**src/rtl/imm_ext_pipe.sv**
```systemverilog
// Pipelined immediate generator: six extension modes behind a valid/ready
// handshake with a two-entry (main + skid) output buffer.
module imm_ext_pipe #(
    parameter int DATA_WIDTH = 32,
    parameter int IMM_WIDTH  = 16,
    parameter int JMP_WIDTH  = 26
) (
    input  logic                  clk,
    input  logic                  rst,
    input  logic                  in_valid,
    output logic                  in_ready,
    input  logic [JMP_WIDTH-1:0]  instr,
    input  logic [2:0]            mode,
    output logic                  out_valid,
    input  logic                  out_ready,
    output logic [DATA_WIDTH-1:0] imm_out,
    output logic                  mode_err
);

    localparam logic [2:0] MODE_SEXT   = 3'd0;
    localparam logic [2:0] MODE_ZEXT   = 3'd1;
    localparam logic [2:0] MODE_UPPER  = 3'd2;
    localparam logic [2:0] MODE_BRANCH = 3'd3;
    localparam logic [2:0] MODE_JUMP   = 3'd4;
    localparam logic [2:0] MODE_SHAMT  = 3'd5;

    typedef enum logic [1:0] {
        ST_EMPTY = 2'd0,
        ST_ONE   = 2'd1,
        ST_FULL  = 2'd2
    } buf_state_t;

    buf_state_t              state_r;
    logic                    in_ready_r;
    logic                    out_valid_r;
    logic [DATA_WIDTH-1:0]   m_data_r;
    logic                    m_err_r;
    logic [DATA_WIDTH-1:0]   s_data_r;
    logic                    s_err_r;

    logic [DATA_WIDTH-1:0]   ext_data_s;
    logic                    ext_err_s;
    logic                    accept_s;
    logic                    retire_s;

    function automatic logic [DATA_WIDTH-1:0] sign_ext(input logic [IMM_WIDTH-1:0] imm);
        logic [DATA_WIDTH-1:0] r;
        r = {{(DATA_WIDTH-IMM_WIDTH){imm[IMM_WIDTH-1]}}, imm};
        return r;
    endfunction

    function automatic logic [DATA_WIDTH-1:0] zero_ext(input logic [IMM_WIDTH-1:0] imm);
        logic [DATA_WIDTH-1:0] r;
        r = {{(DATA_WIDTH-IMM_WIDTH){1'b0}}, imm};
        return r;
    endfunction

    // Extension function; reserved modes produce zero with the error flag.
    always_comb begin
        logic [DATA_WIDTH-1:0] sext_v;
        ext_data_s = '0;
        ext_err_s  = 1'b0;
        sext_v     = sign_ext(instr[IMM_WIDTH-1:0]);
        case (mode)
            MODE_SEXT:   ext_data_s = sext_v;
            MODE_ZEXT:   ext_data_s = zero_ext(instr[IMM_WIDTH-1:0]);
            MODE_UPPER:  ext_data_s[DATA_WIDTH-1 -: IMM_WIDTH] = instr[IMM_WIDTH-1:0];
            MODE_BRANCH: ext_data_s = {sext_v[DATA_WIDTH-3:0], 2'b00};
            MODE_JUMP:   ext_data_s[JMP_WIDTH+1:2] = instr;
            MODE_SHAMT:  ext_data_s[4:0] = instr[10:6];
            default: begin
                ext_data_s = '0;
                ext_err_s  = 1'b1;
            end
        endcase
    end

    assign accept_s = in_valid & in_ready_r;
    assign retire_s = out_valid_r & out_ready;

    // Buffer FSM; only accepted data is ever captured, so idle X inputs stay out.
    always_ff @(posedge clk or negedge rst) begin
        if (!rst) begin
            state_r     <= ST_EMPTY;
            in_ready_r  <= 1'b0;
            out_valid_r <= 1'b0;
            m_data_r    <= '0;
            m_err_r     <= 1'b0;
            s_data_r    <= '0;
            s_err_r     <= 1'b0;
        end else begin
            case (state_r)
                ST_EMPTY: begin
                    in_ready_r <= 1'b1;
                    if (accept_s) begin
                        m_data_r    <= ext_data_s;
                        m_err_r     <= ext_err_s;
                        out_valid_r <= 1'b1;
                        state_r     <= ST_ONE;
                    end else begin
                        out_valid_r <= 1'b0;
                    end
                end
                ST_ONE: begin
                    if (accept_s && retire_s) begin
                        m_data_r <= ext_data_s;
                        m_err_r  <= ext_err_s;
                    end else if (accept_s) begin
                        s_data_r   <= ext_data_s;
                        s_err_r    <= ext_err_s;
                        in_ready_r <= 1'b0;
                        state_r    <= ST_FULL;
                    end else if (retire_s) begin
                        out_valid_r <= 1'b0;
                        state_r     <= ST_EMPTY;
                    end else begin
                        state_r <= ST_ONE;
                    end
                end
                ST_FULL: begin
                    if (retire_s) begin
                        m_data_r   <= s_data_r;
                        m_err_r    <= s_err_r;
                        in_ready_r <= 1'b1;
                        state_r    <= ST_ONE;
                    end else begin
                        state_r <= ST_FULL;
                    end
                end
                default: begin
                    state_r     <= ST_EMPTY;
                    in_ready_r  <= 1'b1;
                    out_valid_r <= 1'b0;
                end
            endcase
        end
    end

    assign in_ready  = in_ready_r;
    assign out_valid = out_valid_r;
    assign imm_out   = m_data_r;
    assign mode_err  = m_err_r;

endmodule
```
**config.mk**
```make
export PLATFORM = sky130hd
export DESIGN_NAME = imm_ext_pipe
export DESIGN_NICKNAME = d
export VERILOG_FILES = /design/src/rtl/imm_ext_pipe.sv
export SDC_FILE = /design/constraint.sdc
export NUM_CORES = 1
export LEC_CHECK = 0
export ABC_AREA = 1
export CAP_MARGIN = 0
export CORE_ASPECT_RATIO = 0.9
export CORE_MARGIN = 8
export CORE_UTILIZATION = 46
export CTS_CLUSTER_SIZE = 30
export DETAILED_ROUTE_END_ITERATION = 6
export HOLD_SLACK_MARGIN = 0.02
export PLACE_DENSITY = 0.7
export SLEW_MARGIN = 20
export SYNTH_ARGS = -nofsm -noshare
export SYNTH_HDL_FRONTEND = slang
export SYNTH_SLANG_ARGS = --single-unit
```
**constraint.sdc**
```tcl
create_clock -name clk -period 2.1 [get_ports clk]
set_clock_uncertainty 0.05 [all_clocks]
set_input_delay 0.42 -clock clk [delete_from_list [all_inputs] [get_ports clk]]
set_output_delay 0.42 -clock clk [all_outputs]
set_load 0.02 [all_outputs]
```
==> key figures, run 1 <==
Timing
  • Slew headroom: 0.5248
  • Min cycle time layout: about 1800 ps
  • Final hold violations: 0
  • Period utilisation layout: 0.8656
  • FMAX: between 0.5 and 0.6 GHz
  • Final setup viols: 0
  • Worst Tran Pin Value: 710.1 ps
  • RSZ-0062 raised after global routing: false
  • Pins Over Slew Limit: 0

Clocking
  • CTS Sinks: 70
  • CTS tree: built
  • CTS H-tree depth: 3
  • Post_cts resized: 0
  • Post-CTS Setup Repair Bufs: 0
  • Worst-path clk slew: around 80 ps
  • Num CTS Buffers: 9
  • Worst-Skew Late Latency: 340 ps
  • Clock tree root driver cell: clkbuf_8
  • # hold bufs at CTS: 0
  • Bufs on Longest Clock Path: 2

Die
  • Cell Rows: 32
  • Initial core utilization: 0.4626
  • Top-Level Pins: between 60 and 70
  • Die Ht: a little over 100 um
  • Die X: 112.9 um
  • Core box area: approximately 0.0084 sq mm
  • DIE AREA: ~0.012 sq mm

Logic synthesis
  • EDFF count, synth: 0
  • Mean area per synthesized cell: between 6 and 7 sq um
  • Most used DFF post-synth: dfrtp_1
  • #FFs+latches synth: 70
  • Synth area leaders: dfrtp_1, nand2_1, nand3_1
  • Leading area contributor after synthesis: dfrtp_1
  • Synth cell types: 22
  • Synth Net Count: about 590
  • Yosys top cell area share: 0.4503
  • Sequential share of the synthesized area: 0.4503
  • Ys async rst share: 1.000
  • Yosys warning count: 0
  • Synth Instances: between 500 and 600
  • Cell Area, Synth: about 0.0039 sq mm

Global routing
  • Met3 usage: 0.04295
  • Initial antenna violation count: 0
  • Tot GR Track Use: 0.1857
  • M1 GR Usage: 0.2443
  • Pin count of the biggest net entering global routing: 71
  • Met2 track demand over resource: 0.3019
  • Number of global-route vias before repair: between 3000 and 4000
  • Global routing's busiest layer: met2
  • First-pass GRT wire length: roughly 18000 um
  • Aggregate global routing overflow: 0

Routing
  • DR DRC count: 0
  • Initial DRC Count: 191
  • Vias: roughly 3700
  • First-pass DRT Iterations: 5
  • Antenna viol nets, final: 0
  • DR WL/cell: 14.11 um
  • Total length of routed wires: 10330 um
  • DR vias/cell: between 5 and 6

Placement
  • Buffers on Ports: 67
  • HPWL after DPL: about 7000 um
  • GPL Wtd Cong: 0.8135

Worst setup path
  • Crit end category: flop
  • Worst EP required: around 2300 ps
  • Nature of the critical path startpoint: input pin
  • CP Data Arrival Time: 2050 ps
  • Crit Path Max Fanout: 11
  • Flop2flop setup slack: ~540 ps
  • Kind of critical path: in -> reg

Power and ir drop
  • Clock power frac: 0.179
  • Max IR drop VDD: around 0.53 mV
  • Pwr Density: around 1200 mW/mm^2
  • Switch Pwr: roughly 2400 uW
  • Final Power: ~5900 uW
  • P_int: about 3500 uW
  • Combinational power share: 0.458
  • Leakage: 0.002600 uW
  • Seq pwr share: 0.363
  • Sw frac: 0.4019

Cells and area
  • Number of diodes: 0
  • Number of fill cells: about 800
  • P&R area growth vs syn: 23.83%
  • Most frequent cells in the layout: nand2_1, dfrtp_1, nor2_1, nand3_1, clkdlybuf4s50_1
  • Multi-input gate area: between 0.0015 and 0.002 sq mm
  • Nets: 658
  • Post-layout util: 0.5729
  • Commonest non-fill, non-tap cell in the layout: nand2_1
  • Sequential cell area: around 0.0018 sq mm
  • Share of cells above drive strength 1: 0.07302

Status
  • Status: completed

Flow run
  • Max-Cap Viols: 0

Min path
  • Worst Hold Class: in -> async
==> flip-flops by register name (all words and copies together) (netlist names) <==
name	flops
out_valid	1
mode_err	1
s_data_r	32
state_r	2
in_ready	1
s_err_r	1
imm_out	32
==> metrics by stage <==
stage / hold WS, ps / instances / TNS, ps / instance area, sq um / worst slack, ps
final: 41.34 / 732 / 0 / 4817 / 282.2
after global routing: 83.60 / 732 / 0 / 4817 / 138.0
after CTS: 63.81 / 732 / 0 / 4817 / 290.7
after detailed placement: 413.6 / 716 / -447.3 / 4634 / -62.02
after global placement: 411.7 / 716 / 0 / 4634 / 16.47
after floorplan: 74.41 / 561 / 0 / 3890 / 709.2
==> synthesized netlist by cell type (4+ instances only) <==
cell type and n:
nor2_1 69, buf_6 7, a21oi_1 4, buf_4 6
buf_2 16, inv_2 6, nand3_1 66, o21a_1 8
dfrtp_1 70, nand4_1 4, inv_1 40, nand2_1 233
o21ai_0 14, o21ai_1 6
==> cell type report <==
cell class                 instances  share of cell area
multi-input combinational        414              0.3639
sequential                        70              0.3636
timing repair buffer              83              0.1709
inverter                          47             0.03714
clock buffer                      12             0.02805
tap                              102             0.02649
clock inverter                     4            0.009870
==> worst max-delay path, stage by stage <==
cell             delay (ps)
clkdlybuf4s50_1         500
inv_2                    90
nand2_1                  80
nor2_1                  550
nor2_1                  150
nand3_1                 120
nand2_1                  70
nand2_1                  60
==> power groups by stage <==
stage | Sequential, uW | Clock, uW | Combinational (uW)
2_1_floorplan | 2450 | 0 | 1490
3_3_place_gp | 2150 | 0 | 2690
3_5_place_dp | 2170 | 0 | 2730
4_1_cts | 2150 | 1080 | 2750
5_1_grt | 2210 | 1120 | 3030
6_report | 2150 | 1060 | 2710
==> per-layer routing <==
metal	part of all wire	vias to the layer above
met1	0.46	1737
met5	0	-
met3	0.068	12
met2	0.46	124
li1	-	1863
met4	0.011	0
==> cells by family after synthesis <==
kind of cell,count (synthesis),share of synthesized area
AOI/OAI and AO/OA,34,0.04986
buffers and inverters,77,0.09971
and+or+nand+nor,380,0.4001
DFF,70,0.4503
==> worst paths after layout <==
path,from,to,depth (start not counted)
min in group clk,imm_out[4],imm_out[4],2
max reg2reg,in_ready,state_r[1],6
min,rst,imm_out[7],2
max in group asynchronous,rst,imm_out[24],2
min reg2reg,imm_out[4],imm_out[4],2
max,mode[1],imm_out[18],8
(Power assumes the default switching activity.)
==> run 2: changes to the inputs <==
--- a/config.mk
+++ b/config.mk
@@ -10,9 +10,9 @@
 export CORE_ASPECT_RATIO = 0.9
 export CORE_MARGIN = 8
-export CORE_UTILIZATION = 46
+export CORE_UTILIZATION = 55
 export CTS_CLUSTER_SIZE = 30
 export DETAILED_ROUTE_END_ITERATION = 6
 export HOLD_SLACK_MARGIN = 0.02
-export PLACE_DENSITY = 0.7
+export PLACE_DENSITY = 0.82
 export SLEW_MARGIN = 20
 export SYNTH_ARGS = -nofsm -noshare
==> constraint.sdc (replaced) <==
create_clock -name clk -period 2.1 [get_ports clk]
set_clock_uncertainty 0.05 [all_clocks]
set_input_delay 0.21 -clock clk [delete_from_list [all_inputs] [get_ports clk]]
set_output_delay 0.21 -clock clk [all_outputs]
set_load 0.02 [all_outputs]
==> run 2 against run 1 <==
Compared with the run above:
- worst setup slack improved by 140 ps
- core utilization up 12 points
- non-clock buffer count shrank 1
- via count rose by 2.0%
- combinational power hardly changed
- highest routed layer unchanged
- clock-buffer cell count down 3
==> key figures, run 2 (synthesis results as in run 1) <==
Placement
  • Buffers on Ports: 67 (unchanged)
  • Inst Count DP: 705 (-1.5%)
  • GPL Wtd Cong: 0.8855 (+8.9%)
  • Dpl ws: 69.68 ps (+131.7 ps)
  • HPWL after DPL: 7281 um (+1.8%)

Die
  • Die X: 104.7 um (-7.3%)
  • DIE AREA: 0.01002 sq mm (-14%)
  • Core box area: 0.006967 sq mm (-17%)
  • Initial core utilization: 0.5584 (+0.09572)
  • Cell Rows: 29 (-9.4%)
  • Die Ht: 95.79 um (-7.2%)
  • Top-Level Pins: 68 (unchanged)

Cells and area
  • Commonest non-fill, non-tap cell in the layout: nand2_1
  • Most frequent cells in the layout: nand2_1, dfrtp_1, nor2_1, nand3_1, clkdlybuf4s50_1
  • Number of diodes: 0 (unchanged)
  • P&R area growth vs syn: 24.41%
  • Number of fill cells: 591 (-28%)
  • Share of cells above drive strength 1: 0.07472 (+0.001706)
  • Fin cells: 722 (-1.4%)
  • Sequential cell area: 0.001752 sq mm (unchanged)
  • Nets: 657 (-0.15%)
  • Multi-input gate area: 0.001753 sq mm (unchanged)

Routing
  • Antenna viol nets, final: 0 (unchanged)
  • DR DRC count: 0 (unchanged)
  • DR WL/cell: 14.53 um (+3.0%)
  • Total length of routed wires: 10490 um (+1.5%)
  • Initial DRC Count: 264 (+38%)
  • DR vias/cell: 5.280 (+3.4%)
  • Vias: 3812 (+2.0%)
  • First-pass DRT Iterations: 5 (unchanged)

Timing
  • Slew headroom: 0.5168 (-0.008013)
  • FMAX: 0.5964 GHz (+8.4%)
  • Final setup viols: 0 (unchanged)
  • Worst Tran Pin Value: 722.1 ps (+11.98 ps)
  • Min cycle time layout: 1677 ps (-141.1 ps)
  • Period utilisation layout: 0.7984 (-0.06718)
  • RSZ-0062 raised after global routing: false
  • Post-route setup TNS: 0 ps (unchanged)
  • Final hold violations: 0 (unchanged)
  • Worst setup margin: 423.3 ps (+141.1 ps)
  • Pins Over Slew Limit: 0 (unchanged)

Clocking
  • CTS Sinks: 70 (unchanged)
  • Worst-Skew Late Latency: 350 ps (about the same)
  • Post_cts resized: 0 (unchanged)
  • CTS H-tree depth: 3 (unchanged)
  • Num CTS Buffers: 9 (unchanged)
  • # hold bufs at CTS: 1 (+1)
  • Post-CTS Setup Repair Bufs: 0 (unchanged)
  • Clock tree root driver cell: clkbuf_8
  • Bufs on Longest Clock Path: 2 (unchanged)
  • Worst-path clk slew: 80 ps (about the same)
  • CTS tree: built

Power and ir drop
  • Pwr Density: 1266 mW/mm^2 (+2.9%)
  • Max IR drop VDD: 0.9165 mV (+72%)
  • Final Power: 6126 uW (+3.4%)
  • Leakage: 0.002611 uW (+0.43%)

Worst setup path
  • Crit end category: flop
  • Nature of the critical path startpoint: input pin
  • CP Data Arrival Time: 1910 ps (-140 ps)
  • Crit Path Max Fanout: 11 (unchanged)
  • Kind of critical path: in -> reg
  • Worst EP required: 2340 ps (about the same)

Global routing
  • Number of global-route vias before repair: 3766 (+1.1%)
  • First-pass GRT wire length: 17820 um (+1.7%)
  • Aggregate global routing overflow: 0 (unchanged)
  • Initial antenna violation count: 0 (unchanged)
  • Pin count of the biggest net entering global routing: 71 (unchanged)
  • Tot GR Track Use: 0.2179 (+0.03229)

Flow run
  • Max-Cap Viols: 0 (unchanged)

Status
  • Status: completed

Min path
  • Worst Hold Class: in -> async
-- run 2: cell count changes in the layout (fill, tap and decap cells not counted), sizes merged --
| cell | previous run | this run |
|---|---|---|
| inv | 47 | 48 |
| clkbuf | 12 | 9 |
| bufinv | 1 | 2 |
| clkinvlp | 1 | 2 |
| buf | 17 | 15 |
| dlygate4sd3 | 0 | 1 |
-- run 2: path summary, 6_finish.rpt --
path | startpoint | end | slack (ps) | depth (start not counted)
setup / recovery | mode[1] | s_data_r[26] | 420 | 8
hold / removal | rst | s_data_r[8] | 350 | 3
setup reg to reg | out_valid | imm_out[29] | 560 | 9
hold reg to reg | imm_out[29] | imm_out[29] | 430 | 2
max in group asynchronous | rst | in_ready | 1340 | 3
min in group clk | in_valid | out_valid | 430 | 3
-- run 2: stage by stage --
stage	utilization	area, sq um	hold slack [ps]
floorplan	-	3890	-135.6
global placement	0.6615	4608	214.9
detailed placement	0.6615	4608	216.9
CTS	0.6947	4840	361.8
global route	0.6947	4840	393.7
finish	0.6947	4840	347.0
-- run 2: layout make-up --
cell class,instances,share of cell area
clock inverters,7,0.02017
well taps,93,0.02404
multi-input cells,414,0.3622
clock buffers,9,0.02559
repair buffers,82,0.1691
inverters,47,0.03697
flip-flops and latches,70,0.3619
-- run 2: power breakdown --
group | switching (uW) | internal (uW) | leakage [uW] | total [uW]
Clock | 560 | 672 | 0.000106 | 1230
Sequential | 290 | 1880 | 0.000894 | 2170
Combinational | 1610 | 1110 | 0.00161 | 2720
-- run 2: routing by layer --
layer	wire length (um)	track usage	vias to the layer above
met2	4914	0.3489	178
met5	0	0	-
li1	-	-	1858
met3	839	0.05489	23
met4	195	0.08897	0
met1	4540	0.2803	1753
-- run 2: worst max-delay path: stages --
cell	delay, ps
clkdlybuf4s50_1	530
inv_2	150
nand2_1	80
nor2_1	560
nor2_1	170
nand2_1	100
nand2_1	50
nand2_1	70
